$ cat src/rtl/frame_bram_pkg.sv
// Shared definitions for the frame buffer arbiter and the blur/edge engines.
package frame_bram_pkg;

   localparam int ADDR_W_DEF = 17;  // 320x240 pixel words
   localparam int DATA_W_DEF = 12;  // RGB444

   // Requester ID carried alongside each read through the return pipeline.
   typedef enum logic [1:0] {
      SRC_NONE = 2'd0,
      SRC_DISP = 2'd1,
      SRC_BLUR = 2'd2,
      SRC_EDGE = 2'd3
   } src_e;

endpackage

$ cat src/rtl/frame_bram_arbiter.sv
// Three-way arbiter in front of a single-port frame BRAM: display reads,
// blur engine and edge engine. Display has priority but is bounded by a burst
// counter so the engines are never starved; the engines share round-robin.
module frame_bram_arbiter
   import frame_bram_pkg::*;
#(
   parameter int ADDR_W         = ADDR_W_DEF,
   parameter int DATA_W         = DATA_W_DEF,
   parameter int DISP_BURST_MAX = 8
) (
   input  logic              clk,
   input  logic              reset_n,
   input  logic              disp_req,
   input  logic [ADDR_W-1:0] disp_addr,
   input  logic              blur_req,
   input  logic              blur_we,
   input  logic [ADDR_W-1:0] blur_addr,
   input  logic [DATA_W-1:0] blur_wdata,
   input  logic              edge_req,
   input  logic              edge_we,
   input  logic [ADDR_W-1:0] edge_addr,
   input  logic [DATA_W-1:0] edge_wdata,
   output logic              disp_gnt,
   output logic              blur_gnt,
   output logic              edge_gnt,
   output logic              disp_rvalid,
   output logic              blur_rvalid,
   output logic              edge_rvalid,
   output logic [DATA_W-1:0] rdata,
   output logic [ADDR_W-1:0] bram_addr,
   output logic              bram_we,
   output logic [DATA_W-1:0] bram_wdata,
   input  logic [DATA_W-1:0] bram_rdata
);

   localparam int              CNT_W   = $clog2(DISP_BURST_MAX + 1);
   localparam logic [CNT_W-1:0] CNT_MAX = CNT_W'(DISP_BURST_MAX);

   logic [CNT_W-1:0]  burst_q, burst_d;
   src_e              last_q, last_d;
   src_e              tag1_q, tag1_d;
   src_e              tag2_q;
   src_e              win;
   logic              eng_req;
   logic              eng_win;
   logic [ADDR_W-1:0] addr_q, addr_d;
   logic              we_q, we_d;
   logic [DATA_W-1:0] wdata_q, wdata_d;

   assign eng_req = blur_req | edge_req;
   assign eng_win = (win == SRC_BLUR) || (win == SRC_EDGE);

   // Pick the winner for this cycle; nothing is granted while reset is low.
   always_comb begin
      win = SRC_NONE;
      if (reset_n) begin
         if (disp_req && !(eng_req && (burst_q == CNT_MAX))) begin
            win = SRC_DISP;
         end else if (blur_req && edge_req) begin
            win = (last_q == SRC_BLUR) ? SRC_EDGE : SRC_BLUR;
         end else if (blur_req) begin
            win = SRC_BLUR;
         end else if (edge_req) begin
            win = SRC_EDGE;
         end
      end
   end

   assign disp_gnt = (win == SRC_DISP);
   assign blur_gnt = (win == SRC_BLUR);
   assign edge_gnt = (win == SRC_EDGE);

   // Next-state for burst counter, round-robin pointer, BRAM drive and read tag.
   always_comb begin
      burst_d = burst_q;
      last_d  = last_q;
      addr_d  = addr_q;
      we_d    = 1'b0;
      wdata_d = wdata_q;
      tag1_d  = SRC_NONE;

      // Counter only measures display grants made while an engine is waiting.
      if (!eng_req || eng_win) begin
         burst_d = '0;
      end else if ((win == SRC_DISP) && (burst_q != CNT_MAX)) begin
         burst_d = burst_q + CNT_W'(1);
      end

      if (eng_win) begin
         last_d = win;
      end

      case (win)
         SRC_DISP: begin
            addr_d = disp_addr;
            tag1_d = SRC_DISP;
         end
         SRC_BLUR: begin
            addr_d  = blur_addr;
            we_d    = blur_we;
            wdata_d = blur_wdata;
            tag1_d  = blur_we ? SRC_NONE : SRC_BLUR;
         end
         SRC_EDGE: begin
            addr_d  = edge_addr;
            we_d    = edge_we;
            wdata_d = edge_wdata;
            tag1_d  = edge_we ? SRC_NONE : SRC_EDGE;
         end
         default: ;
      endcase
   end

   // State registers; reset drops any reads still in the tag pipeline.
   always_ff @(posedge clk) begin
      if (!reset_n) begin
         burst_q <= '0;
         last_q  <= SRC_EDGE;
         tag1_q  <= SRC_NONE;
         tag2_q  <= SRC_NONE;
         addr_q  <= '0;
         we_q    <= 1'b0;
         wdata_q <= '0;
      end else begin
         burst_q <= burst_d;
         last_q  <= last_d;
         tag1_q  <= tag1_d;
         tag2_q  <= tag1_q;
         addr_q  <= addr_d;
         we_q    <= we_d;
         wdata_q <= wdata_d;
      end
   end

   assign bram_addr   = addr_q;
   assign bram_we     = we_q;
   assign bram_wdata  = wdata_q;
   assign rdata       = bram_rdata;
   assign disp_rvalid = (tag2_q == SRC_DISP);
   assign blur_rvalid = (tag2_q == SRC_BLUR);
   assign edge_rvalid = (tag2_q == SRC_EDGE);

endmodule

$ cat config.mk
export PLATFORM = sky130hd
export DESIGN_NAME = frame_bram_arbiter
export DESIGN_NICKNAME = d
export VERILOG_FILES = /design/src/rtl/frame_bram_pkg.sv /design/src/rtl/frame_bram_arbiter.sv
export SDC_FILE = /design/constraint.sdc
export NUM_CORES = 1
export LEC_CHECK = 0
export ABC_CLOCK_PERIOD_IN_PS = 2000
export CAP_MARGIN = 20
export CORE_UTILIZATION = 57
export CTS_CLUSTER_DIAMETER = 100
export CTS_CLUSTER_SIZE = 14
export DETAILED_ROUTE_END_ITERATION = 8
export DONT_BUFFER_PORTS = 1
export GPL_TIMING_DRIVEN = 0
export PLACE_DENSITY = 0.72
export SLEW_MARGIN = 30
export SYNTH_ARGS = -nofsm -noshare
export SYNTH_HDL_FRONTEND = slang
export SYNTH_SLANG_ARGS = --single-unit
$ cat constraint.sdc
create_clock -name clk -period 2 [get_ports clk]
set_clock_uncertainty 0.2 [all_clocks]
set_input_delay 0.3 -clock clk [delete_from_list [all_inputs] [get_ports clk]]
set_output_delay 0.3 -clock clk [all_outputs]
set_load 0.05 [all_outputs]
Word-level counts from Yosys, hierarchy flattened --
Index checks and enable logic that the tools add are counted.
Cells by class: $add $sub $neg 1, equality and inequality tests 9, mux-type cells 12, bitwise operators 2, reduce and logical (&&, ||, !) cells 11
Operators by type and width (count):
- $pmux 17 s3 | 1
- $pmux 12 s2 | 1
- $mux 2 | 7
- $eq 2x2->1 const B | 5
- $pmux 2 s3 | 1
- $add 4x1->4 const B | 1
- $eq 2x1->1 const B | 2
- $eq 4x4->1 const B | 1
- $logic_and 1x1->1 | 4
- $ne 4x4->1 const B | 1
- $reduce_bool 3->1 | 1
- $logic_not 1->1 | 2
- $logic_or 1x1->1 | 2
- $pmux 1 s2 | 1
- $reduce_bool 2->1 | 1
- $reduce_or 2->1 | 1
- $mux 1 | 1
- $not 1->1 | 1
- $or 1x1->1 | 1
Word-level totals: output and inout bits 48, word-level logic and storage cells 42, input port bits 94, register bits 40

Longest topological paths before layout --
depth after elaboration 10, depth in mapped cells 8, mapped depth without buffers 6

Least setup slack after synthesis --
No wires, ideal clock.
kind register to output, start point register burst_q[0], end point output port blur_gnt, arrival time 1742 ps, path buffers 1, stages on the path, launching flop included 8, data required time 1500 ps, slack -242 ps, cells stage by stage dfxtp_1 inv_1 ha_1 nand3b_4 nand2_1 nand2_2 clkbuf_8 nor2_1
On the way: longest elaborated chain between the ends 7
Ends and longest elaborated chain:
- start: declaration | line frame_bram_arbiter.sv:39 | logic [CNT_W-1:0] burst_q, burst_d;
- start signal: assignment | line frame_bram_arbiter.sv:125 | burst_q <= burst_d;
- $eq 4x4->1 | line frame_bram_arbiter.sv:57 | if (disp_req && !(eng_req && (burst_q == CNT_MAX))) begin
- $logic_and 1x1->1 | line frame_bram_arbiter.sv:57
- $logic_not 1->1 | line frame_bram_arbiter.sv:57
- $logic_and 1x1->1 | line frame_bram_arbiter.sv:57
- $mux 2 | line frame_bram_arbiter.sv:57
- $mux 2 | line frame_bram_arbiter.sv:56 | if (reset_n) begin
- $eq 2x2->1 | line frame_bram_arbiter.sv:70 | assign blur_gnt = (win == SRC_BLUR);
- end: declaration | line frame_bram_arbiter.sv:24 | output logic blur_gnt,
No other way between the ends.

Final worst setup path --
start point register burst_q[1], end point output port disp_gnt
On the way: longest elaborated chain between the ends 7
Ends and longest elaborated chain:
- $eq 4x4->1 | line frame_bram_arbiter.sv:57
- $logic_and 1x1->1 | line frame_bram_arbiter.sv:57
- $logic_not 1->1 | line frame_bram_arbiter.sv:57
- $logic_and 1x1->1 | line frame_bram_arbiter.sv:57
- $mux 2 | line frame_bram_arbiter.sv:57
- $mux 2 | line frame_bram_arbiter.sv:56
- $eq 2x1->1 | line frame_bram_arbiter.sv:69 | assign disp_gnt = (win == SRC_DISP);
- end: declaration | line frame_bram_arbiter.sv:23 | output logic disp_gnt,
No other way between the ends.

==> metrics.md <==
| Metric | Value |
|---|---|
| Outcome | finished clean |
| Number of placed instances with taps included | 281 |
| Ys flop type | dfxtp_1 |
| CP Launch Type | register |
| Hold Path Origin | edge_addr[2] |
| Syn-to-layout area delta | 32.5% |
| DRC | 0 |
| GRT Total Usage | 0.312 |
| Worst EP required | 1500 ps |
| Placed Area | 2170 um2 |
| DRT Pass-1 Iters | 4 |
| FILL cells | 210 |
| First-pass GRT wire length | 9560 um |
| Core area | 3440 um2 |
| Max-slew violation total from the final report | 0 |
| Vias/cell | 6.26 |
| Full die area | 3950 um2 |
| Post-synthesis sequential area ratio | 0.379 |
| FF-to-FF Start | burst_q[1] |
| Switching pwr | 697 uW |
| I/O Buffers | 0 |
| I/O Pins | 142 |
| Design Power | 2.00 mW |
| CTS sink cnt | 40 |
| Worst vdd ir | 481 uV |
| Max Freq | 0.520 GHz |
| Logic pwr share | 0.209 |
| Internal | 1.31 mW |
| Storage cell area | 805 um2 |
| Largest net degree at the start of global routing | 20 |
| Number of antenna diodes | 0 |
| Vias | 2121 |
| CTS tree | built |
| Worst Reg2Reg Path Length in Cells | 8 |
| Root buf cell | clkbuf_8 |
| Row cnt | 21 |
| Ys async rst share | 0 |
| Initial antenna violation count | 0 |
| Flop2flop setup slack | 230 ps |
| Clock power share | 0.274 |
| Footprint of the multi-input gates | 1120 um2 |
| Leak pwr | 1.06 nW |
| Synthesis-stage register bit count | 40 |
| Reg2reg end | bram_wdata[9] |
| Post-synth cell types | 35 |
| Hold-critical path depth | 2 |
| Setup WS pre-CTS | -208 ps |
| Die W | 62.9 um |
| Chip height | 62.9 um |
| Cell count after synthesis | 235 |
| Yosys warns | 0 |
| Syn_area_per_cell | 8.98 um2 |
| Crit path DAT | 1420 ps |
| Net Count, Synth | 331 |
| Hold Crit Class | input port to register |
| Starting density of the core | 0.613 |
| RSZ-0062 raised after global routing | false |
| Iteration-0 DRC count of the detailed router | 112 |
| Grt total ovfl | 0 |
| Final setup viols | 0 |
| Worst-Skew Late Latency | 290 ps |
| HPWL Detailed | 3990 um |
| Maximum fanout along the worst path | 3 |
| Critical path class | register to output port |
| Detail Route Antenna Nets | 0 |
| Clk buf depth | 2 |
| TritonCTS buffer count | 5 |
| Setup crit end kind | output port |
| Post-synth EDFFs | 0 |
| Non-filler cells, final | 339 |
| Final WL | 6380 um |
| Final worst path period need | 1920 ps |
| Vias in the first global route | 2016 |
| Final Hold Vio Count | 0 |
| Final net count | 388 |
| Slew @ Worst Pin | 926 ps |
| Pwr/cell area | 716 nW/um2 |
| Clock transition at the registers of the reported paths | 80 ps |
| Final Instance Area | 2800 um2 |
| Share of layout cells above drive strength 1 | 0.218 |
| Worst setup margin | 75.9 ps |
| H-tree Lvls | 2 |
| Net Sw Frac | 0.348 |
| Crit share post-route | 0.962 |
| Max_cap viols | 0 |
| Routed len/inst | 18.8 um |
| Min-Delay Endpoint | bram_addr[2] |
| GP Congestion | 0.723 |
| Cell Area, Synth | 2110 um2 |
| Seq pwr share | 0.517 |
| Worst slew margin | 0.381 |
-- synthesized netlist by cell type (6+ instances only) --
cell type,n,area (um2)
nand4b_1,17,149
o211ai_1,17,128
nor2_1,8,30.0
o21ai_0,13,65.1
nand3_1,18,90.1
dfxtp_1,40,801
buf_6,6,67.6
a32oi_1,17,149
nand2_1,27,101
clkbuf_1,7,26.3
buf_4,15,113
a31oi_1,12,75.1
-- metrics by stage --
stage | setup TNS (ps) | hold slack (ps) | utilization
2_1_floorplan | -35.9 | 212 | -
6_report | 0 | 14.9 | 0.812
3_5_place_dp | -414 | 234 | 0.632
4_1_cts | 0 | 13.1 | 0.789
3_3_place_gp | -313 | 221 | 0.632
5_1_grt | 0 | 21.2 | 0.812
-- cell type report --
class,count,share of cell area
Timing Repair Buffer,54,0.180
Inverter,3,0.00403
Tap cell,46,0.0206
Buffer,31,0.0752
Sequential cell,40,0.288
Multi-Input combinational cell,157,0.400
Clock buffer,6,0.0295
Clock inverter,2,0.00358
-- worst max-delay path by stage --
| stage | start | slack, ps | cells after the start | endpoint |
|---|---|---|---|---|
| floorplan | burst_q[0] | -20 | 7 | blur_gnt |
| global placement | burst_q[0] | -160 | 7 | edge_gnt |
| detailed placement | burst_q[0] | -210 | 7 | edge_gnt |
| CTS | last_q[0] | 5 | 4 | blur_gnt |
| global route | burst_q[1] | 20 | 6 | edge_gnt |
| finish | burst_q[1] | 80 | 6 | disp_gnt |
-- what timing repair did --
action,CTS,global route
resized for setup,14,4
hold buffers,40,0
buffers inserted,4,10
setup endpoints to repair,3,3
pin swaps,5,5
endpoints found under the hold margin,28,0
-- metal layers --
metal,track usage,vias up,part of all wire
met5,0,-,0
met3,0.0876,14,0.079
met4,0.128,0,0.019
li1,-,973,-
met2,0.558,130,0.51
met1,0.343,1004,0.39
-- sequential cells by signal, indices dropped and copies added (netlist names) --
| name | cells |
|---|---|
| bram_we | 1 |
| burst_q | 4 |
| bram_addr | 17 |
| last_q | 2 |
| bram_wdata | 12 |
| tag2_q | 2 |
| tag1_q | 2 |
-- cell families (layout without fill, tap and decap cells) --
kind of cell | after synthesis | after routing | synth area share
compound gates | 66 | 66 | 0.229
xor+xnor | 2 | 2 | 0.00830
fa+ha+maj | 2 | 2 | 0.0119
buf+inv | 38 | 96 | 0.123
flops | 40 | 40 | 0.379
mux | 2 | 2 | 0.00948
simple gates | 85 | 85 | 0.239
-- cell usage in the layout, fill, tap and decap left out, types with 2 or more instances in the layout --
master and n:
dlygate4sd3_1 40, dfxtp_1 37, buf_4 27, nand2_1 26, nand3_1 18, a32oi_1 17
nand4b_1 17, o211ai_1 17, o21ai_0 13, a31oi_1 12, clkbuf_1 7, nor2_1 6
clkbuf_8 6, buf_6 5, and2_1 4, buf_2 3, nor2b_1 3, dfxtp_2 3
inv_2 2, nand3b_4 2, nor2_4 2, o21a_1 2, buf_1 2, mux2i_1 2
clkinv_2 2
-- worst max-delay path, cell delays in order, from the launching register on --
cell and delay, ps:
dfxtp_2 340, inv_2 60, ha_4 130, nand3b_4 90
o21a_1 190, buf_6 120, and2_4 210
-- power groups by stage --
stage | Combinational (mW) | Clock, mW | Sequential, mW
after floorplan | 0.271 | 0 | 1.04
after global placement | 0.307 | 0 | 1.05
after detailed placement | 0.318 | 0 | 1.05
after CTS | 0.389 | 0.556 | 1.04
after global routing | 0.450 | 0.587 | 1.04
final | 0.418 | 0.548 | 1.04
Note: power is estimated with default switching activity, not from simulation.
